### src/rtl/hazard_unit.sv
// Load-use stall, branch flush and E-stage forwarding control for the five-stage core,
// driven from a shadow copy of the E/M/W occupants plus saturating perf counters.
module hazard_unit #(
  parameter int CNTW = 16
) (
  input  logic            clk,
  input  logic            reset,
  input  logic            validD,
  input  logic [4:0]      rs1D,
  input  logic [4:0]      rs2D,
  input  logic [4:0]      rdD,
  input  logic            use1D,
  input  logic            use2D,
  input  logic            regwriteD,
  input  logic            loadD,
  input  logic            pcsrcE,
  output logic            stallF,
  output logic            stallD,
  output logic            flushD,
  output logic            flushE,
  output logic [1:0]      forwardAE,
  output logic [1:0]      forwardBE,
  output logic [CNTW-1:0] stallcnt,
  output logic [CNTW-1:0] flushcnt
);

  logic       eV, eRw, eLd, eU1, eU2;
  logic [4:0] eRd, eRs1, eRs2;
  logic       mV, mRw;
  logic [4:0] mRd;
  logic       wV, wRw;
  logic [4:0] wRd;

  logic lwhaz;
  logic mWritesA, mWritesB, wWritesA, wWritesB;

  // x0 is hardwired zero, so a record targeting it never produces a hazard or a forward.
  assign mWritesA = mV & mRw & (mRd == eRs1) & (mRd != 5'd0);
  assign mWritesB = mV & mRw & (mRd == eRs2) & (mRd != 5'd0);
  assign wWritesA = wV & wRw & (wRd == eRs1) & (wRd != 5'd0);
  assign wWritesB = wV & wRw & (wRd == eRs2) & (wRd != 5'd0);

  assign lwhaz = eV & eLd & eRw & (eRd != 5'd0) &
                 validD & ((use1D & (rs1D == eRd)) | (use2D & (rs2D == eRd)));

  // A taken branch makes the D instruction wrong-path, so it overrides the load stall.
  assign stallD = lwhaz & ~pcsrcE;
  assign stallF = stallD;
  assign flushD = pcsrcE & reset;
  assign flushE = (lwhaz | pcsrcE) & reset;

  always_comb begin
    forwardAE = 2'b00;
    forwardBE = 2'b00;
    if (eU1 & mWritesA)      forwardAE = 2'b10;
    else if (eU1 & wWritesA) forwardAE = 2'b01;
    if (eU2 & mWritesB)      forwardBE = 2'b10;
    else if (eU2 & wWritesB) forwardBE = 2'b01;
  end

  // The M load flag has no consumer in this unit, so only v/rd/rw move down from E.
  always_ff @(posedge clk or negedge reset) begin
    if (!reset) begin
      eV <= 1'b0; eRd <= 5'd0; eRw <= 1'b0; eLd <= 1'b0;
      eRs1 <= 5'd0; eRs2 <= 5'd0; eU1 <= 1'b0; eU2 <= 1'b0;
      mV <= 1'b0; mRd <= 5'd0; mRw <= 1'b0;
      wV <= 1'b0; wRd <= 5'd0; wRw <= 1'b0;
    end else begin
      wV  <= mV;
      wRd <= mRd;
      wRw <= mRw;
      mV  <= eV;
      mRd <= eRd;
      mRw <= eRw;
      if (flushE) begin
        eV <= 1'b0; eRd <= 5'd0; eRw <= 1'b0; eLd <= 1'b0;
        eRs1 <= 5'd0; eRs2 <= 5'd0; eU1 <= 1'b0; eU2 <= 1'b0;
      end else begin
        eV   <= validD;
        eRd  <= rdD;
        eRw  <= regwriteD;
        eLd  <= loadD;
        eRs1 <= rs1D;
        eRs2 <= rs2D;
        eU1  <= use1D;
        eU2  <= use2D;
      end
    end
  end

  always_ff @(posedge clk or negedge reset) begin
    if (!reset) begin
      stallcnt <= '0;
      flushcnt <= '0;
    end else begin
      if (stallD && (stallcnt != {CNTW{1'b1}}))
        stallcnt <= stallcnt + CNTW'(1);
      if (pcsrcE && (flushcnt != {CNTW{1'b1}}))
        flushcnt <= flushcnt + CNTW'(1);
    end
  end

endmodule
### config.mk
export PLATFORM = sky130hd
export DESIGN_NAME = hazard_unit
export DESIGN_NICKNAME = d
export VERILOG_FILES = /design/src/rtl/hazard_unit.sv
export SDC_FILE = /design/constraint.sdc
export NUM_CORES = 1
export LEC_CHECK = 0
export BUFFER_PORTS_ARGS = -buffer_cell sky130_fd_sc_hd__buf_2
export CAP_MARGIN = 0
export CORE_MARGIN = 8
export CORE_UTILIZATION = 50
export CTS_CLUSTER_SIZE = 20
export DETAILED_ROUTE_END_ITERATION = 8
export GPL_TIMING_DRIVEN = 1
export PLACE_DENSITY_LB_ADDON = 0.2
export RECOVER_POWER = 25
export SLEW_MARGIN = 40
export SYNTH_ARGS = -nofsm -noshare
export SYNTH_HDL_FRONTEND = slang
export SYNTH_SLANG_ARGS = --single-unit
### constraint.sdc
create_clock -name clk -period 2.1 [get_ports clk]
set_input_delay 0 -clock clk [delete_from_list [all_inputs] [get_ports clk]]
set_output_delay 0 -clock clk [all_outputs]
set_load 0.01 [all_outputs]
Yosys cells after proc, flatten, opt, wreduce, memory -nomap -nowiden
Cells that the tools add are included.

Register bits: 66. Output and inout port bits: 40. Input bits: 23. Word-level logic and storage cells: 70.

Equality and inequality tests: 8. Bitwise gates (word level): 27. Add/sub/neg operators: 2. Muxes and demuxes: 12. Reductions and logical operators: 5.

Operators with widths (number): adder 16 x 1 -> 16 bit, second input constant (2); != test 16 bit, second input constant (2); == test 5 bit (6); bitwise AND 1 bit (24); 2-to-1 mux 5 bit (3); nonzero test 5 bit (3); 2-to-1 mux 1 bit (7); 2-to-1 mux 2 bit (2); logical AND 1 bit (2); bitwise OR 1 bit (2); inverter 1 bit (1).

Depth between registers and ports, before layout
Gate-level depths: netlist of run 1.

Depth in word-level cells: 8. Depth in mapped cells: 8. Gate-level depth less buffers: 7.

Worst setup path before layout of run 1
Ideal clock, no wire load.

Kind: register -> register. Start: reg stallcnt[0]. End: reg stallcnt[7]. Required time: 1969 ps. Period minus slack after synthesis: 1852 ps. Stages on the path, launching flop included: 9. Path buffers: 1. Setup time: 131 ps. Path slack: 248 ps. Data arrival time: 1721 ps. Cells stage by stage: dfrtp_1 ha_1 nand4_2 nor4_2 nand4_1 nand3_2 buf_6 nor2_1 xor2_1.

Word-level cells in the longest chain between the ends: 2. Elaborated cells between the ends (all ways): 3. Classes of those cells: add/sub (1); eq/ne (1); reduce/logical (1).

Ends and longest elaborated chain: start, declared (line 23) `output logic [CNTW-1:0] stallcnt,`; start signal, assigned (line 97) `stallcnt <= stallcnt + CNTW'(1);`; branches (longest 2 deep; another with adder 16 x 1 -> 16 bit).

Several ways; the timed one is not identified. A chain may end at the register's enable or synchronous reset.

Worst setup path in the final report of run 1
Start: reg mRd[1]. End: out forwardAE[0].

Word-level cells in the longest chain between the ends: 5. Elaborated cells between the ends (all ways): 6. Classes of those cells: eq/ne (1); mux (1); bitwise (3); reduce/logical (1).

Ends and longest elaborated chain: start, declared (line 30) `logic [4:0] mRd;`; start signal, assigned (line 73) `mRd <= eRd;`; == test 5 bit (line 38) `assign mWritesA = mV & mRw & (mRd == eRs1) & (mRd != 5'd0);`; bitwise AND 1 bit (line 38); bitwise AND 1 bit (*) (line 38); bitwise AND 1 bit (*) (line 55) `if (eU1 & mWritesA) forwardAE = 2'b10;`; 2-to-1 mux 2 bit (*) (line 55); end, declared (line 21) `output logic [1:0] forwardAE,`.

Every way passes the cells marked *; elsewhere a longest branch is shown, timed or not.

==> results of run 1 <==
==> power breakdown <==
part | internal [W] | total, W | switching, W | leakage, nW
clock network | 0.000545 | 0.00100 | 0.000458 | 0.0893
registers | 0.00138 | 0.00151 | 0.000128 | 0.847
logic | 0.000221 | 0.000450 | 0.000229 | 0.910
==> layout make-up <==
class,instances,area (µm²),area share (%)
Clock inverter,5,55.1,1.43
Tap cell,75,93.8,2.43
Clock buffer,11,131,3.41
Inverter,3,11.3,0.292
Sequential cell,66,1650,42.8
Timing Repair Buffer,93,608,15.8
Multi-Input combinational cell,186,1310,33.8
==> worst max-delay path, stage by stage, from the launching register on <==
cell	delay (ns)
sky130_fd_sc_hd__dfrtp_1	0.40
sky130_fd_sc_hd__or4_1	0.54
sky130_fd_sc_hd__o211ai_1	0.29
sky130_fd_sc_hd__nor3_1	0.12
sky130_fd_sc_hd__nor3_1	0.16
sky130_fd_sc_hd__buf_2	0.15
==> worst max path at each step <==
stage                     slack [ns]        start            to
after detailed placement        0.15  stallcnt[0]  stallcnt[15]
after CTS                       0.04       eRd[2]        flushE
after global routing           -0.02  stallcnt[0]  stallcnt[15]
after global placement          0.21  stallcnt[0]  stallcnt[15]
final                           0.11       mRd[1]  forwardAE[0]
after floorplan                 0.25  stallcnt[0]   stallcnt[7]
==> registers in the layout, indices dropped and copies added (netlist names), 5 cells and up <==
register  cells
mRd           5
stallcnt     16
eRs2          5
flushcnt     16
wRd           5
eRs1          5
eRd           5
==> cells in the final DEF (no fill, tap or decap), drive strengths merged <==
cell,n
mux2,4
clkinv,2
nand4,12
bufinv,1
dfrtp,66
and3,2
o22ai,1
ha,2
nand2,18
a21oi,5
nand2b,1
nand3,18
nor3,13
inv,3
xnor2,32
or4,2
o211ai,2
xor2,23
nor4,4
dlygate4sd3,21
buf,67
a31oi,2
and2,2
and4,1
clkinvlp,2
clkbuf,16
nor2,19
nor2b,23
==> through the flow <==
step / worst slack [ns] / power (W)
after floorplan: 0.248 / 0.00175
after global placement: 0.206 / 0.00193
after detailed placement: 0.150 / 0.00194
after CTS: 0.0378 / 0.00298
after global routing: -0.0225 / 0.00311
final: 0.111 / 0.00296
==> metal layers <==
metal / global-route usage (%) / routed length [µm] / vias up / share of wire, %
met3: 3.04 / 218 / 10 / 3.3
met5: 0 / 0 / - / 0
met1: 18.7 / 2860 / 1071 / 44
li1: - / - / 1075 / -
met2: 26.9 / 3340 / 45 / 51
met4: 7.38 / 103 / 0 / 1.6
==> cells by family (layout without fill, tap and decap cells) <==
group | count (synthesis) | count (layout) | share of synthesized area [%]
AND/OR/NAND/NOR | 115 | 115 | 22.3
flip-flops | 66 | 66 | 55.5
XOR/XNOR | 55 | 55 | 16.2
AO/OA/AOI/OAI | 10 | 10 | 2.18
buffers and inverters | 8 | 112 | 1.51
multiplexers | 4 | 4 | 1.51
adder cells (fa/ha/maj) | 2 | 2 | 0.840
==> what timing repair did <==
| item | in CTS | in global routing |
|---|---|---|
| gates resized for setup | 2 | 3 |
| setup buffers | 0 | 6 |
| endpoints found under the hold margin | 46 | 0 |
| setup endpoints to repair | 1 | 11 |
| pin swaps | 0 | 4 |
| hold buffers | 21 | 0 |
==> results list, run 1 <==
- Status: complete, no violations
- Number of enable-type register cells in the synthesized netlist: 0
- The final critical path takes up 94.7% of the cycle.
- Global-route usage over all layers: between 15 and 20%
- Worst Setup End Kind: primary output
* Final core area utilization: 65.9%
* Pin count of the biggest net entering global routing: about 40
- The worst hold path terminates at flushcnt[2].
* Number of inserted diodes: 0
- The number of cells on the worst reg-to-reg path is 8.
* Synthesis-to-finish area growth: 29.5%
- R2r endpoint: stallcnt[15]
- The final layout contains routed wiring with a total length of 6.52 mm.
- After routing, the total negative slack on setup checks comes to 0 ns.
- After detailed routing, the average wire length per cell comes to about 15 µm.
- Of all flip-flops after synthesis, the portion carrying an async set or reset was 100%.
- Placed cell count: ~400
- Startpoint class of the critical path: register
- Minimum period implied by the final worst setup slack: around 2.0 ns
* CP Data Required Time: approximately 2.1 ns
- Number of warnings issued by yosys: 0
- Nets: 384
- In this run the power density over the cells is 768 nW/µm².
* Average size of a mapped cell: approximately 11 µm²
- Number of clock buffers inserted by TritonCTS: 9
- Area fraction of the dominant cell type after synthesis: a little under three fifths
* Maximum VDD drop: around 500 µV
* Drt initial violations: 91
* Post-Syn Area: a little under 3000 µm²
- TritonCTS built the clock tree.
- Worst skew pair latency: approximately 0.33 ns
* Area of the core: ~6000 µm²
- The root buffer cell chosen for the clock tree is sky130_fd_sc_hd__clkbuf_8.
* Final setup violation count: 0
* Top post-synthesis cells by count: sky130_fd_sc_hd__dfrtp_1, sky130_fd_sc_hd__xnor2_1, sky130_fd_sc_hd__xor2_1
- Summing all placed instances gives a cell area of ~3400 µm².
* Seq cells post-synth: 66
* Number of buffers added on ports: 62
* Detailed-placement wirelength estimate: about 4.7 mm
* Global route overflow: 0
- Using the TritonRoute via totals, the vias-per-cell ratio works out to around 5.
* Share of synthesized area occupied by flip-flops and latches: 55.5%
- The first TritonRoute pass finished after 4 iterations.
- Count leader, synth: sky130_fd_sc_hd__dfrtp_1
- In this run the remaining antenna-violating nets after routing total 0.
* Flop-to-flop setup slack: between 0.1 and 0.15 ns
- After synthesis, the netlist uses 33 different library cells.
- Leakage component of the power: 1.85 nW
- Synthesized netlist cell count: 260
* Maximum fanout encountered on the critical timing path: 3
- Remaining max-slew budget at the tightest pin: 68.1%
- Counting instances, the worst hold path has a depth of 3.
* Flip-flop cell with the highest count after synthesis: sky130_fd_sc_hd__dfrtp_1
- For the final database, setup skew stands at just over 0.007 ns.
- The final hold violation count was 0.
- Fill count: between 400 and 500
* Max Freq: ~500 MHz
- The min-delay analysis places its worst path in the category in -> reg.
* Critical path type: reg -> out
- Final design area excluding fillers: just under 4000 µm²
- STA puts the critical path data arrival time at approximately 2.0 ns.
- The worst hold path begins at pcsrcE.
* Layout cells sized above 1: 27.7%
* Vias in the first global route: approximately 2400
* Global-route wire length before repair: ~11 mm
- Y dimension of the die: 93.2 µm
- Final Non-Filler Cells: 439
* Sinks on Clock Net: between 60 and 70
* Main area contributors after synthesis: sky130_fd_sc_hd__dfrtp_1, sky130_fd_sc_hd__xnor2_1, sky130_fd_sc_hd__xor2_1
- Clock slew at reported path FFs: approximately 0.070 ns
- During I/O placement, the number of pins put on the boundary was between 60 and 70.
- The tool flagged a number of max-cap violations equal to 0.
* Number of nets in the synthesized netlist: between 200 and 300
- Once the floorplan was initialized, standard cells occupied around half of the core.
- Clock Tree Buf Depth: 2
- For this run, design rule violations remaining after detail routing come to 0.
* Width of the die: approximately 93 µm
- Worst hold slack after final layout: between 0.06 and 0.07 ns
- The die covers 8680 µm².
* Max-slew violation count: 0
- In this run the number of H-tree levels came out at 3.
* Source of the worst register-to-register timing path: stallcnt[0]
* Placer Congestion: approximately 0.86
* Pin slew with the least headroom to its limit: ~0.48 ns
- Most area-hungry cell type in the Yosys netlist: sky130_fd_sc_hd__dfrtp_1
* Initial antenna violation count: 0
- Overall via count from detail_route: 2201
* Core Rows: 28
Power figures use the tool's default switching activity.
==> inputs of run 2 (changes only) <==
--- a/config.mk
+++ b/config.mk
@@ -5,6 +5,7 @@
 export SDC_FILE = /design/constraint.sdc
 export NUM_CORES = 1
 export LEC_CHECK = 0
+export ABC_AREA = 1
 export BUFFER_PORTS_ARGS = -buffer_cell sky130_fd_sc_hd__buf_2
 export CAP_MARGIN = 0
 export CORE_MARGIN = 8
==> results list, run 2 <==
- Most common library cell in the layout ignoring fill and taps: sky130_fd_sc_hd__nand2_1
* Max-slew violation count: 0 (unchanged)
- Post-Syn Area: 3420 µm² (+15%)
- The slowest stage of the critical path belongs to the cell sky130_fd_sc_hd__dfrtp_1.
* Worst Setup End Kind: primary output
* Detailed-placement wirelength estimate: 5.77 mm (+22%)
* Layout cells sized above 1: 18.9% (-8.8 points)
* Synthesis-to-finish area growth: 22.8%
- Overall routed net length: 7.74 mm (+19%)
* Arr. time, crit path: 1.79 ns (-0.20 ns)
- The starting density of the core is 51.0% (+0.070 points).
* Overall via count from detail_route: 2884 (+31%)
- Count of endpoints failing hold in the final timing report: 0 (unchanged)
* Buffer type at the clock tree root: sky130_fd_sc_hd__clkbuf_8
* Cell type with the highest occurrence count on the critical path: sky130_fd_sc_hd__nand2_1
- Drt first pass iters: 4 (unchanged)
* Number of clock buffers inserted by TritonCTS: 9 (unchanged)
- The number of antenna-violating nets in the routed design came to 0 (unchanged).
- The final non-filler cell total came to 588 (+34%).
- Number of buffers added on ports: 62 (unchanged)
- The standard cell area after detailed placement is 3820 µm² (+13%).
* Drt initial violations: 93 (+2.2%)
- Unrepaired setup endpoints after global routing: no
- Number of enable-type register cells in the synthesized netlist: 0 (unchanged)
- The time the final worst path needs with I/O delays and setup was 1.79 ns (-0.194 ns).
- Source of the worst register-to-register timing path: eRd[4]
- Buffering stage count on the worst path with inverters included: 2 (+1)
* Maximum VDD drop: 536 µV (+7.9%)
- Buffers inserted during post-CTS setup optimization: 0 (unchanged)
- Pin slew with the least headroom to its limit: 0.888 ns (+0.409 ns)
- Global route overflow: 0 (unchanged)
* Global-route usage over all layers: 17.1% (+1.3 points)
- The signal on the critical path passes through inv_2, nand2_1, nand2_1, nor2_1, nand3_1, nand2_2, nand3_1, nand2_1, buf_2.
- Area fraction of the dominant cell type after synthesis: 48.2% (-7.2 points)
* Commonest non-fill, non-tap cells in the layout: sky130_fd_sc_hd__nand2_1, sky130_fd_sc_hd__dfrtp_1, sky130_fd_sc_hd__buf_2, sky130_fd_sc_hd__inv_1, sky130_fd_sc_hd__nor2_1
* Most area-hungry cell type in the Yosys netlist: sky130_fd_sc_hd__dfrtp_1
- The number of standard cells after synthesis is 410 (+58%).
- The number of setup violations in the final report is 0 (unchanged).
- Startpoint class of the critical path: register
* Pin count of the biggest net entering global routing: 46 (+12%)
* Status: complete, no violations
* Average size of a mapped cell: 8.35 µm² (-27%)
* Width of the die: 98.8 µm (+6.0%)
- Seq cells post-synth: 66 (unchanged)
- The maximum fanout count along the critical path is 9 (+6).
- Area of the core: 6720 µm² (+15%)
* Global-route wire length before repair: 13.4 mm (+23%)
* Flip-flop cell with the highest count after synthesis: sky130_fd_sc_hd__dfrtp_1
* Share of synthesized area occupied by flip-flops and latches: 48.2% (-7.2 points)
- Nets: 528 (+38%)
- Number of warnings issued by yosys: 0 (unchanged)
- Power Density: 706 nW/µm² (-8.1%)
- Proportion of register bits with asynchronous set or reset after synthesis: 100% (unchanged)
- Share of the cycle needed by the critical path after routing: 85.5% (-9.2 points)
* Critical path type: reg -> out
- Placed cell count: 551 (+39%)
- Final design area excluding fillers: 4210 µm² (+9.1%)
* Critical hold path startpoint: pcsrcE
- Largest registers: flushcnt (16), stallcnt (16)
- Sinks on Clock Net: 66 (unchanged)
* Clock Tree Buf Depth: 2 (unchanged)
* Top post-synthesis cells by count: sky130_fd_sc_hd__nand2_1, sky130_fd_sc_hd__dfrtp_1, sky130_fd_sc_hd__inv_1
- The count of max-cap constraint violations came to 0 (unchanged).
- Number of nets in the synthesized netlist: 435 (+53%)
- The count of H-tree levels built during CTS is 3 (unchanged).
- Worst skew pair latency: 0.33 ns (about the same)
* Worst stage delay on the critical path: 0.44 ns (-0.10 ns)
- Launch point of the worst path: eRd[4]
- Remaining max-slew budget at the tightest pin: 40.8% (-27 points)
* Clock slew at reported path FFs: 0.07 ns (about the same)
- Main area contributors after synthesis: sky130_fd_sc_hd__dfrtp_1, sky130_fd_sc_hd__nand2_1, sky130_fd_sc_hd__xor2_1
- The total power draw is 0.00297 W (+0.28%).
- The critical path required time is 2.10 ns (about the same).
- The static leakage was 2.27 nW (+23%).
- Vias in the first global route: 2942 (+25%)
* Clock Skews: 0.00755 ns (+0.000510 ns)
* Vias/cell: 4.90 (-2.2%)
- The per-cell routed wire length came to 13.2 µm (-11%).
* Initial antenna violation count: 0 (unchanged)
* Y dimension of the die: 98.8 µm (+6.0%)
- The I/O pin count came to 63 (unchanged).
- The final-layout setup total negative slack is 0 ns (unchanged).
- Core Rows: 30 (+7.1%)
* Kind of cell adding the most delay to the critical path: simple AND/OR/NAND/NOR gates
- The count of unresolved DRC violations after routing was 0 (unchanged).
- The worst hold path belongs to the class in -> reg.
- Yosys cell types: 33 (unchanged)
- Yosys instantiated no cell more often than sky130_fd_sc_hd__nand2_1.
* Max Freq: 557 MHz (+11%)
* Die outline area: 9750 µm² (+12%)
* Placer Congestion: 0.924 (+7.0%)
- TritonCTS clock tree: built
[run 2: stage by stage]
stage / setup WS (ns) / hold WS, ns / utilization (%)
2_1_floorplan: 0.591 / -0.296 / -
3_3_place_gp: 0.456 / -0.126 / 56.9
3_5_place_dp: 0.419 / -0.127 / 56.9
4_1_cts: 0.283 / 0.0111 / 62.8
5_1_grt: 0.128 / 0.0159 / 62.6
6_report: 0.305 / 0.0226 / 62.6
[run 2: cell families (layout without fill, tap and decap cells)]
family | Yosys count | after routing | share of synthesized area (%)
simple gates | 237 | 237 | 32.8
flops | 66 | 66 | 48.2
buf+inv | 58 | 155 | 6.98
xor+xnor | 38 | 38 | 9.72
compound gates | 9 | 9 | 1.57
fa+ha+maj | 2 | 2 | 0.731
other cells | 0 | 1 | 0
[run 2: tightest hold or removal path, delay by kind of cell]
kind | cells | cell delay [ns]
buffers and inverters | 1 | 0.13
XOR/XNOR | 1 | 0.07
AND/OR/NAND/NOR | 1 | 0.12
[run 2: timing repair]
item                                   in CTS  in global routing
endpoints found under the hold margin      78                  0
hold buffers                               21                  0
gates resized for setup                     0                  0
setup endpoints to repair                   0                  0
[run 2: where the power goes]
group	internal, W	switching [W]	total, W
logic	0.000197	0.000258	0.000454
registers	0.00138	0.000122	0.00150
clock network	0.000571	0.000443	0.00101
total	0.00215	0.000822	0.00297
[run 2: path summary, 6_finish.rpt]
path | to | slack (ns) | cells after the start
min in group asynchronous | eRs2[1] | 0.17 | 2
min reg2reg | wRw | 0.37 | 0
max reg2reg | eRs2[4] | 0.40 | 10
max in group asynchronous | flushcnt[10] | 0.75 | 3
max | flushE | 0.31 | 9
min | flushcnt[5] | 0.02 | 3
[run 2: cell type report]
type | count | area [µm²]
tap | 80 | 100
multi-input combinational | 286 | 1530
antenna | 1 | 2.50
clock buffer | 12 | 145
clock inverter | 3 | 40.0
sequential | 66 | 1650
timing repair buffer | 86 | 528
inverter | 54 | 205
fill | 584 | 2510
[run 2: per-layer routing]
layer / vias to the layer above / GRT usage [%] / wire length (µm)
met5: - / 0 / 0
met1: 1351 / 19.9 / 3450
met2: 74 / 28.6 / 3780
met4: 0 / 7.08 / 113
met3: 12 / 4.93 / 391
li1: 1447 / - / -
==> inputs of run 3 (changes only) <==
--- a/config.mk
+++ b/config.mk
@@ -8,13 +8,15 @@
 export ABC_AREA = 1
 export BUFFER_PORTS_ARGS = -buffer_cell sky130_fd_sc_hd__buf_2
 export CAP_MARGIN = 0
+export CORE_ASPECT_RATIO = 1.4
 export CORE_MARGIN = 8
 export CORE_UTILIZATION = 50
-export CTS_CLUSTER_SIZE = 20
+export CTS_CLUSTER_SIZE = 28
 export DETAILED_ROUTE_END_ITERATION = 8
 export GPL_TIMING_DRIVEN = 1
 export PLACE_DENSITY_LB_ADDON = 0.2
 export RECOVER_POWER = 25
+export SETUP_SLACK_MARGIN = 0.5
 export SLEW_MARGIN = 40
 export SYNTH_ARGS = -nofsm -noshare
 export SYNTH_HDL_FRONTEND = slang
==> results list, run 3 (synthesized netlist as in run 2, its figures left out) <==
- Status: complete, no violations
- The final worst hold slack was 0.0438 ns (+0.0212 ns).
- The internal power component came to 0.00231 W (+7.7%).
- The starting density of the core was 51.8% (+0.82 points).
- Max-slew violation count: 0 (unchanged)
- Power spent charging and discharging nets: 0.000977 W (+19%)
* Buffer type at the clock tree root: sky130_fd_sc_hd__clkbuf_8
* Sinks on Clock Net: 66 (unchanged)
* Max Freq: 589 MHz (+5.7%)
- TritonCTS built the clock tree.
- The maximum vdd ir drop was 328 µV (-39%).
* Global route overflow: 0 (unchanged)
- Synthesis-to-finish area growth: 39.2%
- Worst skew pair latency: 0.35 ns (+0.02 ns)
- Worst stage delay on the critical path: 0.42 ns (-0.02 ns)
- By startpoint and endpoint, the worst setup path is classified as reg -> reg.
- Width of the die: 85.9 µm (-13%)
- Initial antenna violation count: 0 (unchanged)
- Minimum period implied by the final worst setup slack: 1.70 ns (-0.0961 ns)
* Overall power consumption: 0.00329 W (+11%)
- The count of max-cap constraint violations came to 0 (unchanged).
- Drt first pass iters: 4 (unchanged)
- Portion of total power attributed to sequential cells: 46.9% (-3.6 points)
- The final-layout setup total negative slack was 0 ns (unchanged).
- Pin slew with the least headroom to its limit: 0.683 ns (-0.205 ns)
- The startpoint identified for the worst register-to-register timing path is eRd[2].
- The count of standard-cell rows came to 35 (+17%).
- Post-place instance area: 3850 µm² (+0.59%)
- The core outline area came to 6610 µm² (-1.6%).
- The routability congestion estimate is 0.898 (-2.8%).
* Arr. time, crit path: 1.98 ns (+0.19 ns)
- In this run the critical register-to-register path is captured at stallcnt[4].
- Nets: 557 (+5.5%)
- Clock group share of total power: 33.4% (-0.7 points)
- The post-route clock skew is 0.0117 ns (+0.00414 ns).
- Number of clock buffers inserted by TritonCTS: 9 (unchanged)
- The maximum fanout count along the critical path was 7 (-2).
- The worst hold path terminates at flushcnt[5].
- Post-route DRC violation count: 0 (unchanged)
- The vertical die dimension was 114 µm (+15%).
- Worst Setup End Kind: register
- The most numerous cell type found on the critical path is sky130_fd_sc_hd__nand2_1.
- The worst hold path belongs to the class in -> reg.
- The number of buffer and inverter stages on the critical path is 3 (+1).
* Overall via count from detail_route: 3084 (+6.9%)
- Final routed wire length divided by cell count: 14.2 µm (+7.8%)
- Final setup violation count: 0 (unchanged)
* Remaining max-slew budget at the tightest pin: 54.5% (+14 points)
- The critical path required time is 2.38 ns (+0.28 ns).
- Final design area excluding fillers: 4770 µm² (+13%)
* Final core area utilization: 72.1% (+9.5 points)
* Relative contribution of combinational cells to total power: 19.7% (+4.4 points)
- The library cell used most frequently in the layout, excluding fill and tap cells, is sky130_fd_sc_hd__nand2_1.
- The maximum buffer depth of the clock tree is 2 (unchanged).
- Largest registers: flushcnt (16), stallcnt (16)
- The mean number of vias per cell is 4.90 (about the same).
* Vias in the first global route: 3134 (+6.5%)
* Startpoint class of the critical path: register
- Global-route usage over all layers: 17.9% (+0.83 points)
- Number of buffers added on ports: 62 (unchanged)
- The path depth of the worst reg2reg path came to 12 (+2).
- Critical hold path startpoint: pcsrcE
- Drt initial violations: 151 (+62%)
- Power Density: 690 nW/µm² (-2.2%)
- Pin count of the biggest net entering global routing: 31 (-33%)
* Overall routed net length: 8.92 mm (+15%)
* Share of the cycle needed by the critical path after routing: 80.9% (-4.6 points)
- Detailed-placement wirelength estimate: 5.84 mm (+1.3%)
* Count of endpoints failing hold in the final timing report: 0 (unchanged)
- Global-route wire length before repair: 14.0 mm (+4.2%)
* Number of inserted diodes: 0 (-1)
* Unrepaired setup endpoints after global routing: yes
* Flop-to-flop setup slack: 0.40 ns (about the same)
- On the critical path the largest part of the delay comes from simple AND/OR/NAND/NOR gates.
- Sw Share: 29.7% (+2.0 points)
* Leakage component of the power: 2.51 nW (+11%)
- The I/O pin count is 63 (unchanged).
- Number of stages on the worst hold path: 3 (unchanged)
- Clock slew at reported path FFs: 0.07 ns (about the same)
- Layout cells sized above 1: 33.3% (+14 points)
* Total number of H-tree levels: 3 (unchanged)
- ANT nets after route: 0 (unchanged)
* Die outline area: 9790 µm² (+0.38%)
- Cell chain of the critical path: inv_2, nand2_1, nand2_1, nor2_1, nand3_1, nand2_2, buf_6, nand3_4, buf_12, nor2_4, nand2_1, nand2_1
- Critical Path Slowest Stage Cell: sky130_fd_sc_hd__dfrtp_1
- In the layout the commonest cells are sky130_fd_sc_hd__nand2_1, sky130_fd_sc_hd__dfrtp_1, sky130_fd_sc_hd__buf_2, sky130_fd_sc_hd__inv_1, sky130_fd_sc_hd__nor2_1.
==> run 3: changes by cell type in the layout (fill, tap and decap cells not counted), sizes merged <==
cell | previous run | this run
diode | 1 | 0
clkinv | 2 | 1
nor2 | 55 | 56
clkbuf | 22 | 15
buf | 55 | 90
clkinvlp | 0 | 2
==> run 3: power groups by stage <==
stage                     Clock [W]  Sequential [W]  Combinational [W]
after floorplan                   0         0.00153           0.000239
after global placement            0         0.00152           0.000435
after detailed placement          0         0.00152           0.000443
after CTS                   0.00112         0.00150           0.000489
after global routing        0.00118         0.00156           0.000706
final                       0.00110         0.00154           0.000648
==> run 3: repair_timing <==
item                                    in CTS  in global routing
setup buffers                                7                 19
resized for setup                           12                 62
hold buffers                                21                  0
endpoints found under the setup margin       7                 54
pin swaps                                    9                 35
endpoints found under the hold margin       86                  0
cloned                                       1                  1
==> run 3: how the worst max path moves through the flow <==
stage / start / end / slack, ns / cells past startpoint
floorplan: stallcnt[0] / stallcnt[0] / 0.59 / 10
global placement: stallcnt[0] / stallcnt[0] / 0.59 / 7
detailed placement: stallcnt[1] / stallcnt[2] / 0.52 / 10
CTS: eRd[2] / stallD / 0.46 / 10
global route: eRd[2] / stallcnt[4] / 0.30 / 12
finish: eRd[2] / stallcnt[4] / 0.40 / 12
==> run 3: layer usage <==
metal	vias to the layer above	GRT usage, %	share of wire, %
met1	1474	19.4	40
li1	1512	-	-
met2	72	30.8	54
met5	-	0	0
met3	26	4.75	3.5
met4	0	9.74	3.2
==> run 3: area by class of cell <==
cell class              count  area, µm²
clock inverters             4       50.0
well taps                  92        115
repair buffers            114        832
clock buffers              12        155
fillers                   480       1850
flip-flops and latches     66       1660
multi-input cells         287       1750
inverters                  54        210
==> run 3: stage by stage <==
| step | setup WS (ns) | std cells |
|---|---|---|
| floorplan | 0.591 | 410 |
| global placement | 0.591 | 564 |
| detailed placement | 0.517 | 564 |
| CTS | 0.463 | 609 |
| global route | 0.297 | 629 |
| finish | 0.401 | 629 |
==> run 3: tightest hold or removal path: cells and delay by family <==
family                 cells  cell delay [ns]
AND/OR/NAND/NOR            1             0.13
XOR/XNOR                   1             0.07
buffers and inverters      1             0.14
